`src/rtl/arb_pkg.sv`:
```
// Types shared by the RAM arbiter and its starvation counters.
package arb_pkg;

  // Bit 1 selects instruction vs data, bit 0 is the core index.
  typedef enum logic [1:0] {
    SRC_D0,
    SRC_D1,
    SRC_I0,
    SRC_I1
  } arb_src_t;

  typedef enum logic {
    IDLE,
    GRANT
  } arb_state_t;

  localparam int unsigned STARVE_LIMIT_DEFAULT = 8;

  function automatic arb_src_t mk_src(input logic is_instr, input logic core);
    return arb_src_t'({is_instr, core});
  endfunction

endpackage

```
`src/rtl/cpu_types_pkg.sv`:
```
// Shared CPU-wide types: machine word and RAM handshake status.
package cpu_types_pkg;

  typedef logic [31:0] word_t;

  typedef enum logic [1:0] {
    FREE,
    BUSY,
    ACCESS,
    ERROR
  } ramstate_t;

endpackage

```
`src/rtl/starve_counter.sv`:
```
// Saturating wait counter for one core's instruction fetch; flags once it reaches LIMIT.
module starve_counter #(
  parameter int unsigned LIMIT = 8
) (
  input  logic CLK,
  input  logic nRST,
  input  logic inc,
  input  logic clr,
  output logic starved
);

  localparam int unsigned W = $clog2(LIMIT + 1);
  localparam logic [W-1:0] LimitW = W'(LIMIT);

  logic [W-1:0] count_q, count_d;

  always_comb begin
    count_d = count_q;
    if (clr) begin
      count_d = '0;
    end else if (inc && (count_q < LimitW)) begin
      count_d = count_q + 1'b1;
    end
  end

  always_ff @(posedge CLK or negedge nRST) begin
    if (!nRST) begin
      count_q <= '0;
    end else begin
      count_q <= count_d;
    end
  end

  assign starved = (count_q >= LimitW);

endmodule

```
`src/rtl/ram_arbiter.sv`:
```
// Four-way RAM port arbiter (D0, D1, I0, I1): round-robin between cores, data over
// instruction, with starvation promotion for instruction fetches.
module ram_arbiter
  import cpu_types_pkg::*;
  import arb_pkg::*;
#(
  parameter int unsigned STARVE_LIMIT = STARVE_LIMIT_DEFAULT
) (
  input  logic            CLK,
  input  logic            nRST,
  input  logic [1:0]      iREN,
  input  logic [1:0]      dREN,
  input  logic [1:0]      dWEN,
  input  word_t [1:0]     iaddr,
  input  word_t [1:0]     daddr,
  input  word_t [1:0]     dstore,
  input  ramstate_t       ramstate,
  input  word_t           ramload,
  output logic            ramREN,
  output logic            ramWEN,
  output word_t           ramaddr,
  output word_t           ramstore,
  output logic [1:0]      iwait,
  output logic [1:0]      dwait,
  output word_t [1:0]     iload,
  output word_t [1:0]     dload,
  output arb_src_t        grant_src,
  output logic            grant_valid
);

  arb_state_t state_q, state_d;
  arb_src_t   src_q, src_d, win;
  logic       write_q, write_d;
  word_t      addr_q, addr_d;
  word_t      store_q, store_d;
  logic       rr_q, rr_d;

  logic [1:0] dreq, flag, starved, i_done;
  logic       in_grant, live, done, abort, any_req;

  assign dreq     = dREN | dWEN;
  assign starved  = flag & iREN;
  assign any_req  = |{iREN, dreq};
  assign in_grant = (state_q == GRANT);
  // Winner still asserting its request; dropping it aborts the transfer.
  assign live     = src_q[1] ? iREN[src_q[0]] : dreq[src_q[0]];
  assign done     = in_grant && live && (ramstate == ACCESS);
  assign abort    = in_grant && !live;

  for (genvar c = 0; c < 2; c++) begin : g_starve
    assign i_done[c] = done && src_q[1] && (src_q[0] == 1'(c));

    starve_counter #(
      .LIMIT(STARVE_LIMIT)
    ) u_starve (
      .CLK    (CLK),
      .nRST   (nRST),
      .inc    (iREN[c] && !i_done[c]),
      .clr    (!iREN[c] || i_done[c]),
      .starved(flag[c])
    );
  end

  always_comb begin
    win = SRC_D0;
    if (starved[rr_q])       win = mk_src(1'b1, rr_q);
    else if (starved[~rr_q]) win = mk_src(1'b1, ~rr_q);
    else if (dreq[rr_q])     win = mk_src(1'b0, rr_q);
    else if (dreq[~rr_q])    win = mk_src(1'b0, ~rr_q);
    else if (iREN[rr_q])     win = mk_src(1'b1, rr_q);
    else if (iREN[~rr_q])    win = mk_src(1'b1, ~rr_q);
  end

  always_comb begin
    state_d = state_q;
    src_d   = src_q;
    write_d = write_q;
    addr_d  = addr_q;
    store_d = store_q;
    rr_d    = rr_q;
    unique case (state_q)
      IDLE: begin
        if (any_req) begin
          state_d = GRANT;
          src_d   = win;
          write_d = !win[1] && dWEN[win[0]];
          addr_d  = win[1] ? iaddr[win[0]] : daddr[win[0]];
          store_d = dstore[win[0]];
        end
      end
      GRANT: begin
        if (abort) begin
          state_d = IDLE;
        end else if (done) begin
          state_d = IDLE;
          rr_d    = ~src_q[0];
        end
      end
    endcase
  end

  always_ff @(posedge CLK or negedge nRST) begin
    if (!nRST) begin
      state_q <= IDLE;
      src_q   <= SRC_D0;
      write_q <= 1'b0;
      addr_q  <= '0;
      store_q <= '0;
      rr_q    <= 1'b0;
    end else begin
      state_q <= state_d;
      src_q   <= src_d;
      write_q <= write_d;
      addr_q  <= addr_d;
      store_q <= store_d;
      rr_q    <= rr_d;
    end
  end

  always_comb begin
    iwait = iREN;
    dwait = dreq;
    iload = '0;
    dload = '0;
    if (done) begin
      if (src_q[1]) begin
        iwait[src_q[0]] = 1'b0;
        if (!write_q) iload[src_q[0]] = ramload;
      end else begin
        dwait[src_q[0]] = 1'b0;
        if (!write_q) dload[src_q[0]] = ramload;
      end
    end
  end

  assign ramREN      = in_grant && live && !write_q;
  assign ramWEN      = in_grant && live && write_q;
  assign ramaddr     = addr_q;
  assign ramstore    = store_q;
  assign grant_src   = src_q;
  assign grant_valid = in_grant;

endmodule

```
`config.mk`:
```
export PLATFORM = sky130hd
export DESIGN_NAME = ram_arbiter
export DESIGN_NICKNAME = d
export VERILOG_FILES = /design/src/rtl/arb_pkg.sv /design/src/rtl/cpu_types_pkg.sv /design/src/rtl/starve_counter.sv /design/src/rtl/ram_arbiter.sv
export SDC_FILE = /design/constraint.sdc
export NUM_CORES = 1
export LEC_CHECK = 0
export ABC_AREA = 1
export BUFFER_PORTS_ARGS = -buffer_cell sky130_fd_sc_hd__buf_2
export CAP_MARGIN = 20
export CORE_AREA = 5 5 168 170
export DETAILED_ROUTE_END_ITERATION = 10
export DIE_AREA = 0 0 173 175
export GPL_TIMING_DRIVEN = 0
export PLACE_DENSITY_LB_ADDON = 0.25
export SLEW_MARGIN = 15
export SYNTH_ARGS = -nofsm -noshare
export SYNTH_HDL_FRONTEND = slang
export SYNTH_HIERARCHICAL = 1
export SYNTH_SLANG_ARGS = --single-unit
export TNS_END_PERCENT = 30
```
`constraint.sdc`:
```
create_clock -name CLK -period 2.1 [get_ports CLK]
set_clock_uncertainty 0.15 [all_clocks]
set_input_delay 0.105 -clock CLK [delete_from_list [all_inputs] [get_ports CLK]]
set_output_delay 0.105 -clock CLK [all_outputs]
set_load 0.01 [all_outputs]
```
==> impl_metrics.xml <==
<?xml version="1.0" encoding="UTF-8"?>
<metrics>
  <group name="floorplan">
    <metric name="rows" unit="">60</metric>
    <metric name="starting_density_of_the_core" unit="%">22.9</metric>
    <metric name="floorplan.io_pins" unit="">435</metric>
    <metric name="fp.coreArea" unit="um^2">26600</metric>
    <metric name="fp.dieH" unit="um">175</metric>
    <metric name="chipWidth" unit="um">173</metric>
    <metric name="die_area" unit="um^2">30300</metric>
  </group>
  <group name="setup_path">
    <metric name="critical_path_required" unit="ps">1850</metric>
    <metric name="critical_path.slowest_cell" unit="">dfrtp_2</metric>
    <metric name="critical_path.endpoint_type" unit="">output pin</metric>
    <metric name="timing.critical_path.cells" unit="">a21oi_4, o21ai_4, nand3_2, nor2_4, nand2_2, clkinv_4, nand2_8, buf_8, nor2_1, buf_2</metric>
    <metric name="critical-path-top-delay-family" unit="">simple AND/OR/NAND/NOR gates</metric>
    <metric name="crit_type" unit="">reg2out</metric>
    <metric name="timing.critical_path.slowest_cell_delay" unit="ps">500</metric>
    <metric name="cp_num_cells" unit="">10</metric>
    <metric name="rr_worst_depth" unit="">12</metric>
    <metric name="critical_path_buf_inv_count" unit="">3</metric>
    <metric name="crit_arrival" unit="ps">2020</metric>
    <metric name="cp_max_fo" unit="">10</metric>
    <metric name="cp-start-kind" unit="">register</metric>
  </group>
  <group name="clock_network">
    <metric name="clock_sinks" unit="">77</metric>
    <metric name="clk_latency" unit="ps">340</metric>
    <metric name="clock_tree.htree_level_count" unit="">3</metric>
    <metric name="clock_path_buffers" unit="">2</metric>
    <metric name="cts_inserted_buffers" unit="">9</metric>
    <metric name="tritoncts_clock_tree" unit="">done</metric>
    <metric name="cts-root-buf" unit="">clkbuf_16</metric>
    <metric name="clk_pin_slew" unit="ps">60</metric>
  </group>
  <group name="yosys">
    <metric name="yosys_register_bits" unit="">77</metric>
    <metric name="postSynthNetCount" unit="">1271</metric>
    <metric name="synth_largest_area_cell" unit="">dfrtp_1</metric>
    <metric name="synth-edff-count" unit="">0</metric>
    <metric name="syn_area" unit="um^2">6080</metric>
    <metric name="post_synth_num_cell_types" unit="">24</metric>
    <metric name="synth_area_leaders" unit="">dfrtp_1 32%, nand2_1 19%, nand3_1 12%</metric>
    <metric name="yosys.cell_count.top_type" unit="">nand2_1</metric>
    <metric name="async_reset_ff_share" unit="%">100</metric>
    <metric name="synthesis.yosys.warnings" unit="">6</metric>
    <metric name="synth_top_cell_area_share" unit="%">31.7</metric>
    <metric name="synth_flop_cell" unit="">dfrtp_1</metric>
    <metric name="synth_top_cells_by_count" unit="">312 x nand2_1, 167 x nor2_1, 156 x inv_1, 140 x nand3_1, 77 x dfrtp_1</metric>
    <metric name="synthesis.instances" unit="">1033</metric>
    <metric name="postSynthAreaPerCell" unit="um^2">5.89</metric>
    <metric name="synth_seq_area_share" unit="%">31.7</metric>
  </group>
  <group name="power">
    <metric name="cell_internal_pwr" unit="uW">5130</metric>
    <metric name="total_leakage_power" unit="uW">0.00602</metric>
    <metric name="share_seq_of_total_power" unit="%">26.5</metric>
    <metric name="power.total" unit="uW">9790</metric>
    <metric name="share_comb_of_total_power" unit="%">57.1</metric>
    <metric name="share_clk_of_total_power" unit="%">16.3</metric>
    <metric name="cellPowerDensity" unit="nW/um^2">925</metric>
    <metric name="vdd.ir_drop.worst" unit="mV">0.394</metric>
    <metric name="power.net_switching" unit="uW">4660</metric>
    <metric name="sw_frac_of_total" unit="%">47.6</metric>
  </group>
  <group name="routing">
    <metric name="finalWirelength" unit="um">32300</metric>
    <metric name="detail_route.first_pass.iterations" unit="">5</metric>
    <metric name="routed_wire_length_per_instance" unit="um">16.8</metric>
    <metric name="final_antenna_net_count" unit="">0</metric>
    <metric name="drtIter0Drc" unit="">458</metric>
    <metric name="drcViolationCount" unit="">0</metric>
    <metric name="via_count" unit="">8466</metric>
    <metric name="vias_per_cell" unit="">4.41</metric>
  </group>
  <group name="sta">
    <metric name="rsz_0062_raised_after_global_routing" unit="">true</metric>
    <metric name="fin_ws" unit="ps">-178</metric>
    <metric name="finalCriticalPeriod" unit="ps">2280</metric>
    <metric name="worst_slew_margin_rel" unit="%">58.0</metric>
    <metric name="max_clock_freq" unit="GHz">0.439</metric>
    <metric name="final_hold_vio_count" unit="">0</metric>
    <metric name="hold-worst-slack" unit="ps">5.08</metric>
    <metric name="maxSlewViolCount" unit="">0</metric>
    <metric name="worst_pin_slew" unit="ps">631</metric>
    <metric name="finalCritPeriodShare" unit="%">108</metric>
    <metric name="totalNegativeSetupSlack" unit="ps">-14200</metric>
    <metric name="report.final.setup_viol" unit="">131</metric>
  </group>
  <group name="run_status">
    <metric name="run_status" unit="">complete, but fails checks</metric>
    <metric name="violations_in_the_final_reports" unit="">setup timing</metric>
  </group>
  <group name="global_route">
    <metric name="gr-total-overflow" unit="">0</metric>
    <metric name="maximum_number_of_pins_on_one_net_before_global_route_repair" unit="">46</metric>
    <metric name="wire_length_of_the_first_global_routing_pass" unit="um">48800</metric>
    <metric name="first_global_vias" unit="">8886</metric>
    <metric name="global_router_s_overall_resource_usage" unit="%">20.1</metric>
    <metric name="grt_antenna_before_repair" unit="">1</metric>
  </group>
  <group name="layout">
    <metric name="area_added_between_synthesis_and_finish" unit="%">74.0</metric>
    <metric name="finalNetCount" unit="">1813</metric>
    <metric name="drive_above_1_share" unit="%">40.5</metric>
    <metric name="antenna-diode-count" unit="">0</metric>
    <metric name="post-route-util" unit="%">39.8</metric>
  </group>
  <group name="placed_design">
    <metric name="routabilityCongestion" unit="">0.932</metric>
    <metric name="detailed_place_hpwl" unit="um">25700</metric>
    <metric name="place.port_buffers" unit="">434</metric>
  </group>
  <group name="run">
    <metric name="cap_viol_max_count" unit="">0</metric>
  </group>
  <group name="worst_hold_path">
    <metric name="min-delay-path-class" unit="">in2reg</metric>
    <metric name="whs_path_depth" unit="">7</metric>
  </group>
</metrics>
-- routing by layer --
metal  GRT usage, %  wire [um]  vias up
li1               -          -     4211
met1           22.0      12300     3835
met2           37.1      16600      363
met3           5.78       2290       55
met4           7.08       1070        2
met5              0          7        -
-- worst register-to-register path: stages, from the launching register on --
cell and delay, ps:
dfrtp_2 500, a21oi_4 100, o21ai_4 80, nand3_2 110, nor2_4 130, nand3_4 160, buf_4 190, o21ai_4 180
inv_1 120, inv_1 70, nor2_1 40, nand3_1 80, o21ai_2 50
-- cell usage in the layout, fill, tap and decap left out, drive strengths merged --
master         n
nor3           1
bufinv         1
clkinv         3
o21ai         13
buf          505
nor2         180
ha             4
inv          163
nand3        140
a21oi         67
nand4          3
dlygate4sd3   75
o21bai         1
nand2        316
clkbuf        28
nor4           1
dfrtp         77
o22ai          1
-- cell type report --
type | instances | area, um^2
inverter | 162 | 616
multi-input combinational | 727 | 3510
fill | 2925 | 16000
timing repair buffer | 530 | 3270
sequential | 77 | 1930
clock buffer | 10 | 239
buffer | 68 | 531
tap | 341 | 427
clock inverter | 5 | 57.6
-- cells by family after synthesis --
kind of cell | count (synthesis) | share of synthesized area [%]
AOI/OAI and AO/OA | 82 | 7.12
buffers and inverters | 230 | 17.1
DFF | 77 | 31.7
adders and majority gates | 4 | 0.823
and+or+nand+nor | 640 | 43.3
-- path summary, 6_finish.rpt --
kind	from	endpoint	slack, ps
hold reg to reg	ramaddr[10]	ramaddr[10]	320
hold / removal	iaddr[45]	ramaddr[13]	5
setup / recovery	grant_src[0]	dload[24]	-180
min in group asynchronous	nRST	ramaddr[23]	120
setup reg to reg	grant_src[0]	g_starve[1].u_starve/count_q[1]	40
max in group asynchronous	nRST	grant_src[1]	1040
-- power by group through the flow --
stage | sequential (uW) | combinational, uW | clock [uW]
global route | 2680 | 6240 | 1710
global placement | 2570 | 5080 | 0
finish | 2600 | 5590 | 1600
detailed placement | 2580 | 5100 | 0
floorplan | 2850 | 2610 | 0
CTS | 2580 | 5450 | 1650
-- metrics by stage --
step           instance area (um^2)  instances  setup WS [ps]
5_1_grt                       10600       1920           -271
3_3_place_gp                   8680       1808           -168
4_1_cts                       10100       1913           -141
6_report                      10600       1920           -178
2_1_floorplan                  6080       1033            136
3_5_place_dp                   8710       1809           -199
-- sequential cells by signal, indices dropped and copies added (netlist names) --
name / flops
g_starve.u_starve/count_q: 8
grant_src: 2
grant_valid: 1
ramaddr: 32
ramstore: 32
rr_q: 1
write_q: 1
-- timing repair --
item	in CTS	in global routing
endpoints found under the setup margin	139	192
resized for setup	78	100
hold endpoints to repair	110	1
setup buffers	13	3
pin swaps	4	4
hold buffers	74	1
gates cloned	2	3
Power figures use the tool's default switching activity.
